--- src/rtl/ppg_multichannel_calibrator_if.sv ---
// Bus between the PPG calibration controller and the ADC / AFE pins.
// The controller takes the master modport; the AFE/ADC side (or a bench)
// takes the slave modport. Parameters must match the controller instance.
interface ppg_multichannel_calibrator_if #(
  parameter int N_CH  = 2,
  parameter int ADC_W = 8,
  parameter int DC_W  = 7,
  parameter int PGA_W = 4
);
  localparam int CH_W = (N_CH > 1) ? $clog2(N_CH) : 1;

  logic [ADC_W-1:0] ADC;
  logic             find_setting;
  logic [N_CH-1:0]  LED_EN;
  logic [DC_W-1:0]  DC_Comp;
  logic [PGA_W-1:0] PGA_Gain;
  logic             CLK_Filter;
  logic             busy;
  logic             cal_done;
  logic             cal_err;
  logic             sample_valid;
  logic [CH_W-1:0]  sample_ch;
  logic [ADC_W-1:0] sample_data;

  modport master (
    input  ADC, find_setting,
    output LED_EN, DC_Comp, PGA_Gain, CLK_Filter, busy, cal_done, cal_err,
           sample_valid, sample_ch, sample_data
  );

  modport slave (
    output ADC, find_setting,
    input  LED_EN, DC_Comp, PGA_Gain, CLK_Filter, busy, cal_done, cal_err,
           sample_valid, sample_ch, sample_data
  );
endinterface

--- src/rtl/ppg_multichannel_calibrator.sv ---
// Multichannel LED/AFE calibration controller for the PPG front end.
// Per channel: step DC_Comp until the window average is centred, then raise
// PGA_Gain until the window clips (keeping the last clean gain). After the
// last channel it time-multiplexes the LEDs with the stored settings and
// emits one tagged ADC sample per slot.
// Optional feature macro: CALIB_TIMEOUT_EN (limits DC steps per channel and
// drives cal_err; when undefined cal_err is tied low).
module ppg_multichannel_calibrator #(
  parameter int N_CH     = 2,
  parameter int ADC_W    = 8,
  parameter int DC_W     = 7,
  parameter int PGA_W    = 4,
  parameter int WIN_LEN  = 10,
  parameter int DC_LO    = 110,
  parameter int DC_HI    = 140,
  parameter int CLIP_LO  = 5,
  parameter int CLIP_HI  = 250,
  parameter int DC_INIT  = 64,
  parameter int SLOT_LEN = 10
) (
  input  logic                           CLK,
  input  logic                           rst_n,
  ppg_multichannel_calibrator_if.master  bus
);
  localparam int CH_W = (N_CH > 1) ? $clog2(N_CH) : 1;
  localparam int WC_W = $clog2(WIN_LEN);
  localparam int SC_W = $clog2(SLOT_LEN);
  localparam logic [WC_W-1:0]  WIN_LAST  = WC_W'(WIN_LEN - 1);
  localparam logic [SC_W-1:0]  SLOT_LAST = SC_W'(SLOT_LEN - 1);
  localparam logic [CH_W-1:0]  CH_LAST   = CH_W'(N_CH - 1);
  localparam logic [ADC_W:0]   AVG_LO    = (ADC_W+1)'(DC_LO);
  localparam logic [ADC_W:0]   AVG_HI    = (ADC_W+1)'(DC_HI);
  localparam logic [ADC_W-1:0] CLIP_LO_V = ADC_W'(CLIP_LO);
  localparam logic [ADC_W-1:0] CLIP_HI_V = ADC_W'(CLIP_HI);
  localparam logic [DC_W-1:0]  DC_START  = DC_W'(DC_INIT);
  localparam logic [N_CH-1:0]  LED0      = N_CH'(1);

  typedef enum logic [2:0] {
    S_IDLE, S_DC_WIN, S_DC_ADJ, S_PGA_WIN, S_PGA_ADJ, S_NEXT_CH, S_RUN
  } state_t;

  state_t           state_reg;
  logic [CH_W-1:0]  ch_reg, slot_reg;
  logic [WC_W-1:0]  win_cnt_reg;
  logic [SC_W-1:0]  slot_cnt_reg;
  logic [ADC_W-1:0] min_reg, max_reg;
  logic [DC_W-1:0]  dc_reg;
  logic [PGA_W-1:0] pga_reg;
  logic [N_CH-1:0]  led_reg;
  logic             busy_reg, done_reg, fs_prev_reg, clk_filter_reg;
  logic             svalid_reg;
  logic [CH_W-1:0]  sch_reg;
  logic [ADC_W-1:0] sdata_reg;
  logic [DC_W-1:0]  dc_store_reg  [N_CH];
  logic [PGA_W-1:0] pga_store_reg [N_CH];
`ifdef CALIB_TIMEOUT_EN
  localparam logic [DC_W:0] STEP_MAX = (DC_W+1)'(2**DC_W);
  logic [DC_W:0]    step_cnt_reg;
  logic             err_reg;
`endif

  logic [ADC_W:0]   sum_w, avg_w;
  logic             fs_rise, in_win, clipped, dc_step_dn, dc_step_up;
  logic [CH_W-1:0]  ch_nxt, slot_nxt;

  assign sum_w      = {1'b0, max_reg} + {1'b0, min_reg};
  assign avg_w      = sum_w >> 1;
  assign fs_rise    = bus.find_setting & ~fs_prev_reg;
  assign in_win     = (state_reg == S_DC_WIN) || (state_reg == S_PGA_WIN);
  assign clipped    = (min_reg <= CLIP_LO_V) || (max_reg >= CLIP_HI_V);
  // A step that would wrap the DC code is refused; the code is kept instead.
  assign dc_step_dn = (avg_w < AVG_LO) && (dc_reg != '0);
  assign dc_step_up = (avg_w > AVG_HI) && (dc_reg != '1);
  assign ch_nxt     = ch_reg + 1'b1;
  assign slot_nxt   = (slot_reg == CH_LAST) ? '0 : slot_reg + 1'b1;

  // Free-running CLK/2 for the switched-cap filter.
  always_ff @(posedge CLK or negedge rst_n) begin
    if (!rst_n) clk_filter_reg <= 1'b0;
    else        clk_filter_reg <= ~clk_filter_reg;
  end

  // Calibration / run sequencer with window min/max tracking and settings store.
  always_ff @(posedge CLK or negedge rst_n) begin
    if (!rst_n) begin
      state_reg    <= S_IDLE;
      ch_reg       <= '0;
      slot_reg     <= '0;
      win_cnt_reg  <= '0;
      slot_cnt_reg <= '0;
      min_reg      <= '0;
      max_reg      <= '0;
      dc_reg       <= DC_START;
      pga_reg      <= '0;
      led_reg      <= '0;
      busy_reg     <= 1'b0;
      done_reg     <= 1'b0;
      fs_prev_reg  <= 1'b0;
      svalid_reg   <= 1'b0;
      sch_reg      <= '0;
      sdata_reg    <= '0;
      for (int i = 0; i < N_CH; i++) begin
        dc_store_reg[i]  <= '0;
        pga_store_reg[i] <= '0;
      end
`ifdef CALIB_TIMEOUT_EN
      step_cnt_reg <= '0;
      err_reg      <= 1'b0;
`endif
    end else begin
      fs_prev_reg <= bus.find_setting;
      svalid_reg  <= 1'b0;

      // Window counter only runs inside a window, so every entry starts at 0
      // and the first sample reloads min/max.
      if (in_win) begin
        win_cnt_reg <= win_cnt_reg + 1'b1;
        if (win_cnt_reg == '0) begin
          min_reg <= bus.ADC;
          max_reg <= bus.ADC;
        end else begin
          if (bus.ADC < min_reg) min_reg <= bus.ADC;
          if (bus.ADC > max_reg) max_reg <= bus.ADC;
        end
      end else begin
        win_cnt_reg <= '0;
      end

      if (state_reg != S_IDLE && !bus.find_setting) begin
        state_reg <= S_IDLE;
        led_reg   <= '0;
        busy_reg  <= 1'b0;
        done_reg  <= 1'b0;
      end else if (fs_rise && (state_reg == S_IDLE || state_reg == S_RUN)) begin
        state_reg <= S_DC_WIN;
        ch_reg    <= '0;
        busy_reg  <= 1'b1;
        done_reg  <= 1'b0;
        dc_reg    <= DC_START;
        pga_reg   <= '0;
        led_reg   <= LED0;
`ifdef CALIB_TIMEOUT_EN
        err_reg      <= 1'b0;
        step_cnt_reg <= '0;
`endif
      end else begin
        case (state_reg)
          S_DC_WIN:  if (win_cnt_reg == WIN_LAST) state_reg <= S_DC_ADJ;
          S_PGA_WIN: if (win_cnt_reg == WIN_LAST) state_reg <= S_PGA_ADJ;
          S_DC_ADJ: begin
            if (dc_step_dn || dc_step_up) begin
`ifdef CALIB_TIMEOUT_EN
              if (step_cnt_reg == STEP_MAX) begin
                err_reg   <= 1'b1;
                busy_reg  <= 1'b0;
                led_reg   <= '0;
                state_reg <= S_IDLE;
              end else begin
                step_cnt_reg <= step_cnt_reg + 1'b1;
`endif
                dc_reg    <= dc_step_up ? dc_reg + 1'b1 : dc_reg - 1'b1;
                state_reg <= S_DC_WIN;
`ifdef CALIB_TIMEOUT_EN
              end
`endif
            end else begin
              dc_store_reg[ch_reg] <= dc_reg;
              state_reg            <= S_PGA_WIN;
            end
          end
          S_PGA_ADJ: begin
            if (clipped) begin
              pga_store_reg[ch_reg] <= (pga_reg == '0) ? '0 : pga_reg - 1'b1;
              state_reg             <= S_NEXT_CH;
            end else if (pga_reg == '1) begin
              pga_store_reg[ch_reg] <= pga_reg;
              state_reg             <= S_NEXT_CH;
            end else begin
              pga_reg   <= pga_reg + 1'b1;
              state_reg <= S_PGA_WIN;
            end
          end
          S_NEXT_CH: begin
            if (ch_reg == CH_LAST) begin
              state_reg    <= S_RUN;
              busy_reg     <= 1'b0;
              done_reg     <= 1'b1;
              slot_reg     <= '0;
              slot_cnt_reg <= '0;
              led_reg      <= LED0;
              dc_reg       <= dc_store_reg[0];
              pga_reg      <= pga_store_reg[0];
            end else begin
              ch_reg    <= ch_nxt;
              state_reg <= S_DC_WIN;
              dc_reg    <= DC_START;
              pga_reg   <= '0;
              led_reg   <= LED0 << ch_nxt;
`ifdef CALIB_TIMEOUT_EN
              step_cnt_reg <= '0;
`endif
            end
          end
          S_RUN: begin
            if (slot_cnt_reg == SLOT_LAST) begin
              svalid_reg   <= 1'b1;
              sch_reg      <= slot_reg;
              sdata_reg    <= bus.ADC;
              slot_cnt_reg <= '0;
              slot_reg     <= slot_nxt;
              led_reg      <= LED0 << slot_nxt;
              dc_reg       <= dc_store_reg[slot_nxt];
              pga_reg      <= pga_store_reg[slot_nxt];
            end else begin
              slot_cnt_reg <= slot_cnt_reg + 1'b1;
            end
          end
          default: state_reg <= S_IDLE;
        endcase
      end
    end
  end

  assign bus.LED_EN       = led_reg;
  assign bus.DC_Comp      = dc_reg;
  assign bus.PGA_Gain     = pga_reg;
  assign bus.CLK_Filter   = clk_filter_reg;
  assign bus.busy         = busy_reg;
  assign bus.cal_done     = done_reg;
  assign bus.sample_valid = svalid_reg;
  assign bus.sample_ch    = sch_reg;
  assign bus.sample_data  = sdata_reg;
`ifdef CALIB_TIMEOUT_EN
  assign bus.cal_err      = err_reg;
`else
  assign bus.cal_err      = 1'b0;
`endif
endmodule

--- src/flat_wrapper.sv ---
// flat-port wrapper written by rule: the top's interface ports become plain ports
module ppg_multichannel_calibrator_flat 
#(
  parameter int N_CH     = 2,
  parameter int ADC_W    = 8,
  parameter int DC_W     = 7,
  parameter int PGA_W    = 4,
  parameter int WIN_LEN  = 10,
  parameter int DC_LO    = 110,
  parameter int DC_HI    = 140,
  parameter int CLIP_LO  = 5,
  parameter int CLIP_HI  = 250,
  parameter int DC_INIT  = 64,
  parameter int SLOT_LEN = 10
)
  (CLK, rst_n, bus_ADC, bus_find_setting, bus_LED_EN, bus_DC_Comp, bus_PGA_Gain, bus_CLK_Filter, bus_busy, bus_cal_done, bus_cal_err, bus_sample_valid, bus_sample_ch, bus_sample_data);
  ppg_multichannel_calibrator_if #(.N_CH(N_CH), .ADC_W(ADC_W), .DC_W(DC_W), .PGA_W(PGA_W)) bus_i ();
  input  logic CLK;
  input  logic rst_n;
  input wire logic [$bits(bus_i.ADC)-1:0] bus_ADC;
  input wire logic [$bits(bus_i.find_setting)-1:0] bus_find_setting;
  output wire logic [$bits(bus_i.LED_EN)-1:0] bus_LED_EN;
  output wire logic [$bits(bus_i.DC_Comp)-1:0] bus_DC_Comp;
  output wire logic [$bits(bus_i.PGA_Gain)-1:0] bus_PGA_Gain;
  output wire logic [$bits(bus_i.CLK_Filter)-1:0] bus_CLK_Filter;
  output wire logic [$bits(bus_i.busy)-1:0] bus_busy;
  output wire logic [$bits(bus_i.cal_done)-1:0] bus_cal_done;
  output wire logic [$bits(bus_i.cal_err)-1:0] bus_cal_err;
  output wire logic [$bits(bus_i.sample_valid)-1:0] bus_sample_valid;
  output wire logic [$bits(bus_i.sample_ch)-1:0] bus_sample_ch;
  output wire logic [$bits(bus_i.sample_data)-1:0] bus_sample_data;
  assign bus_i.ADC = bus_ADC;
  assign bus_i.find_setting = bus_find_setting;
  assign bus_LED_EN = bus_i.LED_EN;
  assign bus_DC_Comp = bus_i.DC_Comp;
  assign bus_PGA_Gain = bus_i.PGA_Gain;
  assign bus_CLK_Filter = bus_i.CLK_Filter;
  assign bus_busy = bus_i.busy;
  assign bus_cal_done = bus_i.cal_done;
  assign bus_cal_err = bus_i.cal_err;
  assign bus_sample_valid = bus_i.sample_valid;
  assign bus_sample_ch = bus_i.sample_ch;
  assign bus_sample_data = bus_i.sample_data;
  ppg_multichannel_calibrator #(.N_CH(N_CH), .ADC_W(ADC_W), .DC_W(DC_W), .PGA_W(PGA_W), .WIN_LEN(WIN_LEN), .DC_LO(DC_LO), .DC_HI(DC_HI), .CLIP_LO(CLIP_LO), .CLIP_HI(CLIP_HI), .DC_INIT(DC_INIT), .SLOT_LEN(SLOT_LEN)) u_core (.CLK(CLK), .rst_n(rst_n), .bus(bus_i));
endmodule
--- config.mk ---
export PLATFORM = sky130hd
export DESIGN_NAME = ppg_multichannel_calibrator_flat
export DESIGN_NICKNAME = d
export VERILOG_FILES = /design/src/rtl/ppg_multichannel_calibrator_if.sv /design/src/rtl/ppg_multichannel_calibrator.sv /design/src/flat_wrapper.sv
export SDC_FILE = /design/constraint.sdc
export NUM_CORES = 1
export LEC_CHECK = 0
export BUFFER_PORTS_ARGS = -buffer_cell sky130_fd_sc_hd__buf_2
export CAP_MARGIN = 20
export CORE_MARGIN = 2
export CORE_UTILIZATION = 50
export CTS_CLUSTER_DIAMETER = 150
export DETAILED_ROUTE_END_ITERATION = 12
export PLACE_DENSITY = 0.68
export SYNTH_ARGS = -nofsm -noshare
export SYNTH_HDL_FRONTEND = slang
export SYNTH_SLANG_ARGS = --single-unit
--- constraint.sdc ---
create_clock -name CLK -period 10.3 [get_ports CLK]
set_input_delay 0.515 -clock CLK [delete_from_list [all_inputs] [get_ports CLK]]
set_output_delay 0.515 -clock CLK [all_outputs]
set_load 0.05 [all_outputs]
* Word level (Yosys, flattened, before mapping) *
Cells that the tools add are included.

cells by class
  add/subtract/negate cells = 9
  reduce and logical (&&, ||, !) cells = 38
  eq/ne operators = 20
  muxes and demuxes = 68
  shift operators = 2
  order comparisons = 9
  bitwise logic cells = 8

operators by type and width
  cell                                                           count
  7-bit two-way mux                                              9
  4-bit two-way mux                                              13
  8-bit two-way mux                                              6
  3-bit two-way mux                                              7
  7-bit one-hot mux with 3 select lines                          1
  4-bit AND reduction                                            5
  3-bit one-hot mux with 6 select lines                          1
  1-bit two-way mux                                              17
  8-bit bitwise mux                                              2
  14-bit bitwise mux                                             1
  4-bit by 1-bit adder with 4-bit output, second input constant  3
  4-bit equality test, second input constant                     3
  4-bit one-hot mux with 3 select lines                          1
  4-bit nonzero test                                             3
  2-bit two-way mux                                              5
  2-bit AND reduction                                            5
  5-bit AND reduction                                            2
  2-bit nonzero test                                             5
  8-bit by 8-bit adder with 9-bit output                         1
  3-bit equality test, second input constant                     3
  3-bit nonzero test                                             3
  8-bit greater-or-equal comparator, second input constant       1
  8-bit > comparator                                             1
  8-bit > comparator, second input constant                      1
  35 further kinds                                               55

word-level totals
  word-level logic and storage cells = 175
  flip-flop bits (word level) = 78
  input bits = 11
  output and inout bits = 27

* Depth between registers and ports, before layout *
  depth in word-level cells = 9
  depth in mapped cells = 17
  mapped depth without buffers = 17

* Worst setup path after synthesis *
Ideal clock, no wire load.

  kind = reg2reg
  from = register u_core.min_reg[2]
  to = register u_core.dc_reg[6], in the netlist u_core.bus.DC_Comp[6]
  clock period less this slack = 3.529 ns
  setup time = 0.080 ns
  arrival = 3.448 ns
  path slack = 6.771 ns
  path buffers = 0
  cell stages (with the launch flop) = 16
  required time = 10.220 ns
  cells stage by stage = dfrtp_1 > ha_1 > nand4_1 > a211oi_1 > a2111oi_4 > xnor2_1 > o41ai_4 > ha_1 > nor2b_1 > o21ai_0 > nand2b_1 > a21o_1 > a21oi_1 > xnor2_1 > o22ai_1 > o2bb2ai_1

between the ends
  longest elaborated chain between the ends = 7
  elaborated cells between the ends (all ways) = 12
  those cells by class = add/sub (1); order compare (2); eq/ne (1); mux (4); reduce/logical (4)

ends and longest elaborated chain
  item                                        RTL line                            text
  from (decl)                                 ppg_multichannel_calibrator.sv:46   logic [ADC_W-1:0] min_reg, max_reg;
  from (signal assigned)                      ppg_multichannel_calibrator.sv:119  min_reg <= bus.ADC;
  from (signal assigned)                      ppg_multichannel_calibrator.sv:122  if (bus.ADC < min_reg) min_reg <= bus.ADC;
  8-bit by 8-bit adder with 9-bit output (*)  ppg_multichannel_calibrator.sv:66   assign sum_w = {1'b0, max_reg} + {1'b0, min_reg};
  8-bit > comparator                          ppg_multichannel_calibrator.sv:73   assign dc_step_up = (avg_w > AVG_HI) && (dc_reg != '1);
  1-bit logical AND                           ppg_multichannel_calibrator.sv:73
  7-bit two-way mux                           ppg_multichannel_calibrator.sv:161  dc_reg <= dc_step_up ? dc_reg + 1'b1 : dc_reg - 1'b1;
  7-bit two-way mux                           ppg_multichannel_calibrator.sv:151  if (dc_step_dn || dc_step_up) begin
  7-bit one-hot mux with 3 select lines       ppg_multichannel_calibrator.sv:147  case (state_reg)
  7-bit two-way mux                           ppg_multichannel_calibrator.sv:134  end else if (fs_rise && (state_reg == S_IDLE || state_reg == S_RUN)) begin
  to (signal assigned)                        ppg_multichannel_calibrator.sv:161
  to (signal assigned)                        ppg_multichannel_calibrator.sv:191  dc_reg <= dc_store_reg[0];
  to (signal assigned)                        ppg_multichannel_calibrator.sv:212  dc_reg <= dc_store_reg[slot_nxt];
  to (decl)                                   ppg_multichannel_calibrator.sv:47   logic [DC_W-1:0] dc_reg;

Mark *: on every way between the ends. The rest lies on a longest branch, timed or not. The select of a mux whose other input is x is not followed.
A chain may end at the register's enable or synchronous reset.

* Final worst setup path *
Ends and elaborated chain as after synthesis.

==> impl_metrics.toml <==
[global_route]
antenna_found_initial = 0
overflow = 0
grt_pass1_vias = 3569
grt_max_degree = 79
grt_pass1_wl_mm = 17.8
grt.total_usage = 0.221

[finish]
insertedDiodeCount = 0
register_area_um2 = 1950
largest_reg_flops = 14
drive_above_1_share = 0.207
final_area_um2 = 5220
syn2layout_area_growth_pct = 10.7
fillers = 836
final_core_util = 0.568
layout_commonest_cell = "dfrtp_1"
final_cell_mix = "77 x dfrtp_1, 40 x nor2_1, 39 x mux2_2"
multi_input_comb_area_um2 = 2590
fin_nets = 556

[sta]
rsz0062_at_grt = "false"
setup_tns_ps = 0
max_freq_ghz = 0.253
slew_viol_final = 0
fin_crit_ps = 3950
min_period_over_period = 0.384
finalSetupViolations = 0
tightest_slew_ps = 940
final.setup_skew_ps = 8.80
holdWs_ps = 131
final-hold-violation-count = 0
max_slew_margin = 0.373

[routing]
drcViolationCount = 0
wl_mm = 10.4
drt-initial-drc-count = 181
drt-pass1-iter-count = 4
vias_per_cell = 5.93
wl_met1_mm = 4.94
top_layer = "met4"
wl_per_cell_um = 16.7
wl_met3_um = 372
wl_met2_mm = 4.93
drt.antenna.violating_nets = 0
num_vias = 3701

[cts]
cts_tree = "done"
htree_levels = 3
cts_setup_buffers = 0
root_buffer = "clkbuf_8"
cts_num_sinks = 78
cts_max_path_buffers = 2
hold_buffers = 0
clk_pin_slew_worst_paths_ps = 80
clk_latency_ps = 360
cts_resized = 0
cts_buffers = 9

[setup_path]
slowest_stage = "o41ai_4"
crit_family = "compound AO/OA/AOI/OAI gates"
crit_buf_inv = 1
cp_max_fo = 11
crit_chain = "ha_1, nand4_1, a211oi_1, a2111oi_4, xnor2_1, o41ai_4, inv_1, fa_1, nor2b_1, o21ai_0, nand2b_1, a21o_1, a21oi_1, xnor2_1, o22ai_1, o2bb2ai_1"
endpoint_kind = "flip-flop"
cp.required_ps = 10580
start_kind = "flip-flop"
crit_type = "flip-flop to flip-flop"
crit_top_cell = "xnor2_1"
cp.arrival_ps = 4230
critical-path-max-stage-delay_ps = 660

[floorplan]
ios = 38
core_um2 = 9200
die_x_um = 101
start_util = 0.513
die_h_um = 101
dieArea_um2 = 10200
row_count = 35

[synthesis]
synth_area_per_cell_um2 = 10.0
yosysWarnings = 0
ys_ff_latch = 78
syn-cell-area_um2 = 4720
async_reset_ff_frac = 1.00
synthDistinctLibCells = 67
syn_inst = 471
synth-edff-count = 0
ys.flop_type = "dfrtp_1"
yosysSeqAreaShare = 0.414
syn_nets = 519

[worst_hold_path]
hold_class = "input port to asynchronous set/reset pin"

[placement]
port_buffers = 36
place_area_um2 = 4990
hpwl_mm = 7.47
gp_congestion = 0.874

[run_status]
status = "finished, final reports clean"

[power]
powerDensity_nw_per_um2 = 229
vdd_drop_max_mv = 0.0956
power.leakage_nw = 2.48

[run]
drv_cap = 0
==> worst paths after layout <==
check | start | endpoint | slack, ps | depth (start not counted)
min in group CLK | bus_find_setting | u_core.fs_prev_reg$_DFF_PN0_ | 360 | 1
min reg2reg | u_core.bus.CLK_Filter$_DFF_PN0_ | u_core.bus.CLK_Filter$_DFF_PN0_ | 410 | 1
max reg2reg | u_core.min_reg[2]$_DFFE_PN0P_ | u_core.bus.DC_Comp[6]$_DFFE_PN1P_ | 6350 | 16
max in group asynchronous | rst_n | u_core.dc_store_reg[10]$_DFFE_PN0P_ | 9570 | 2
min | rst_n | u_core.bus.CLK_Filter$_DFF_PN0_ | 130 | 1
max | u_core.min_reg[2]$_DFFE_PN0P_ | u_core.bus.DC_Comp[6]$_DFFE_PN1P_ | 6350 | 16
==> synth_stat cells (3+ instances only) <==
cell       n  share of area
or4_1      3         0.0048
a31oi_1    5         0.0066
a21o_1     7          0.011
nor2_1    40          0.032
o31ai_1    3         0.0048
nand2b_1   9          0.012
and2_1     3         0.0040
a211oi_1   7          0.011
nor2b_1    9          0.012
o21bai_1   3         0.0048
a222oi_1   7          0.015
nand2_1   31          0.025
inv_1     33          0.026
xnor2_1    6          0.011
a211o_1    3         0.0056
o21ai_0   22          0.023
clkbuf_1   9         0.0072
ha_1      35          0.093
nor3b_1    4         0.0064
dfrtp_1   77           0.41
nor3_1     8         0.0085
mux2_2    39          0.093
nand3_1    8         0.0085
a21oi_1   32          0.034
o22ai_1    4         0.0053
nand4_1    8          0.011
xor2_1     3         0.0056
o21a_1     3         0.0048
==> worst register-to-register path: cells and delay by family, from the launching register on <==
family                   cells  cell delay [ps]
buffers and inverters        1              130
XOR/XNOR                     2              320
AND/OR/NAND/NOR              3              450
flip-flops                   1              410
adder cells (fa/ha/maj)      2              840
AO/OA/AOI/OAI                8             1720
==> cells by family (layout without fill, tap and decap cells) <==
kind of cell / count (synthesis) / in the layout / share of synthesized area
xor+xnor: 9 / 9 / 0.0167
fa+ha+maj: 37 / 37 / 0.101
flops: 78 / 78 / 0.414
mux: 43 / 43 / 0.102
simple gates: 136 / 136 / 0.146
buf+inv: 46 / 88 / 0.0379
other cells: 1 / 1 / 0.000795
compound gates: 121 / 121 / 0.181
==> area by class of cell <==
class,count,share of cell area
Tap cell,111,0.0266
Sequential cell,78,0.374
Clock buffer,12,0.0297
Timing Repair Buffer,39,0.0417
Inverter,33,0.0237
Clock inverter,4,0.00862
Multi-Input combinational cell,347,0.496
==> through the flow <==
stage	setup WS, ps	total power, mW	cells
3_3_place_gp	6500	0.942	606
6_report	6350	1.20	624
4_1_cts	6360	1.20	622
5_1_grt	6080	1.29	624
2_1_floorplan	6770	0.842	471
3_5_place_dp	6390	0.962	606
==> per-layer routing <==
metal	vias up	GRT usage
li1	1788	-
met1	1812	0.318
met2	84	0.338
met3	17	0.0305
met4	0	0.0894
met5	-	0
==> report_power, final <==
group          switching, mW  total, mW  internal [mW]  leakage, nW
sequential            0.0598      0.410          0.350         1.02
clock                  0.110      0.235          0.124        0.106
combinational          0.319      0.552          0.233         1.35
total                  0.489       1.20          0.707         2.48
Power figures use the tool's default switching activity.
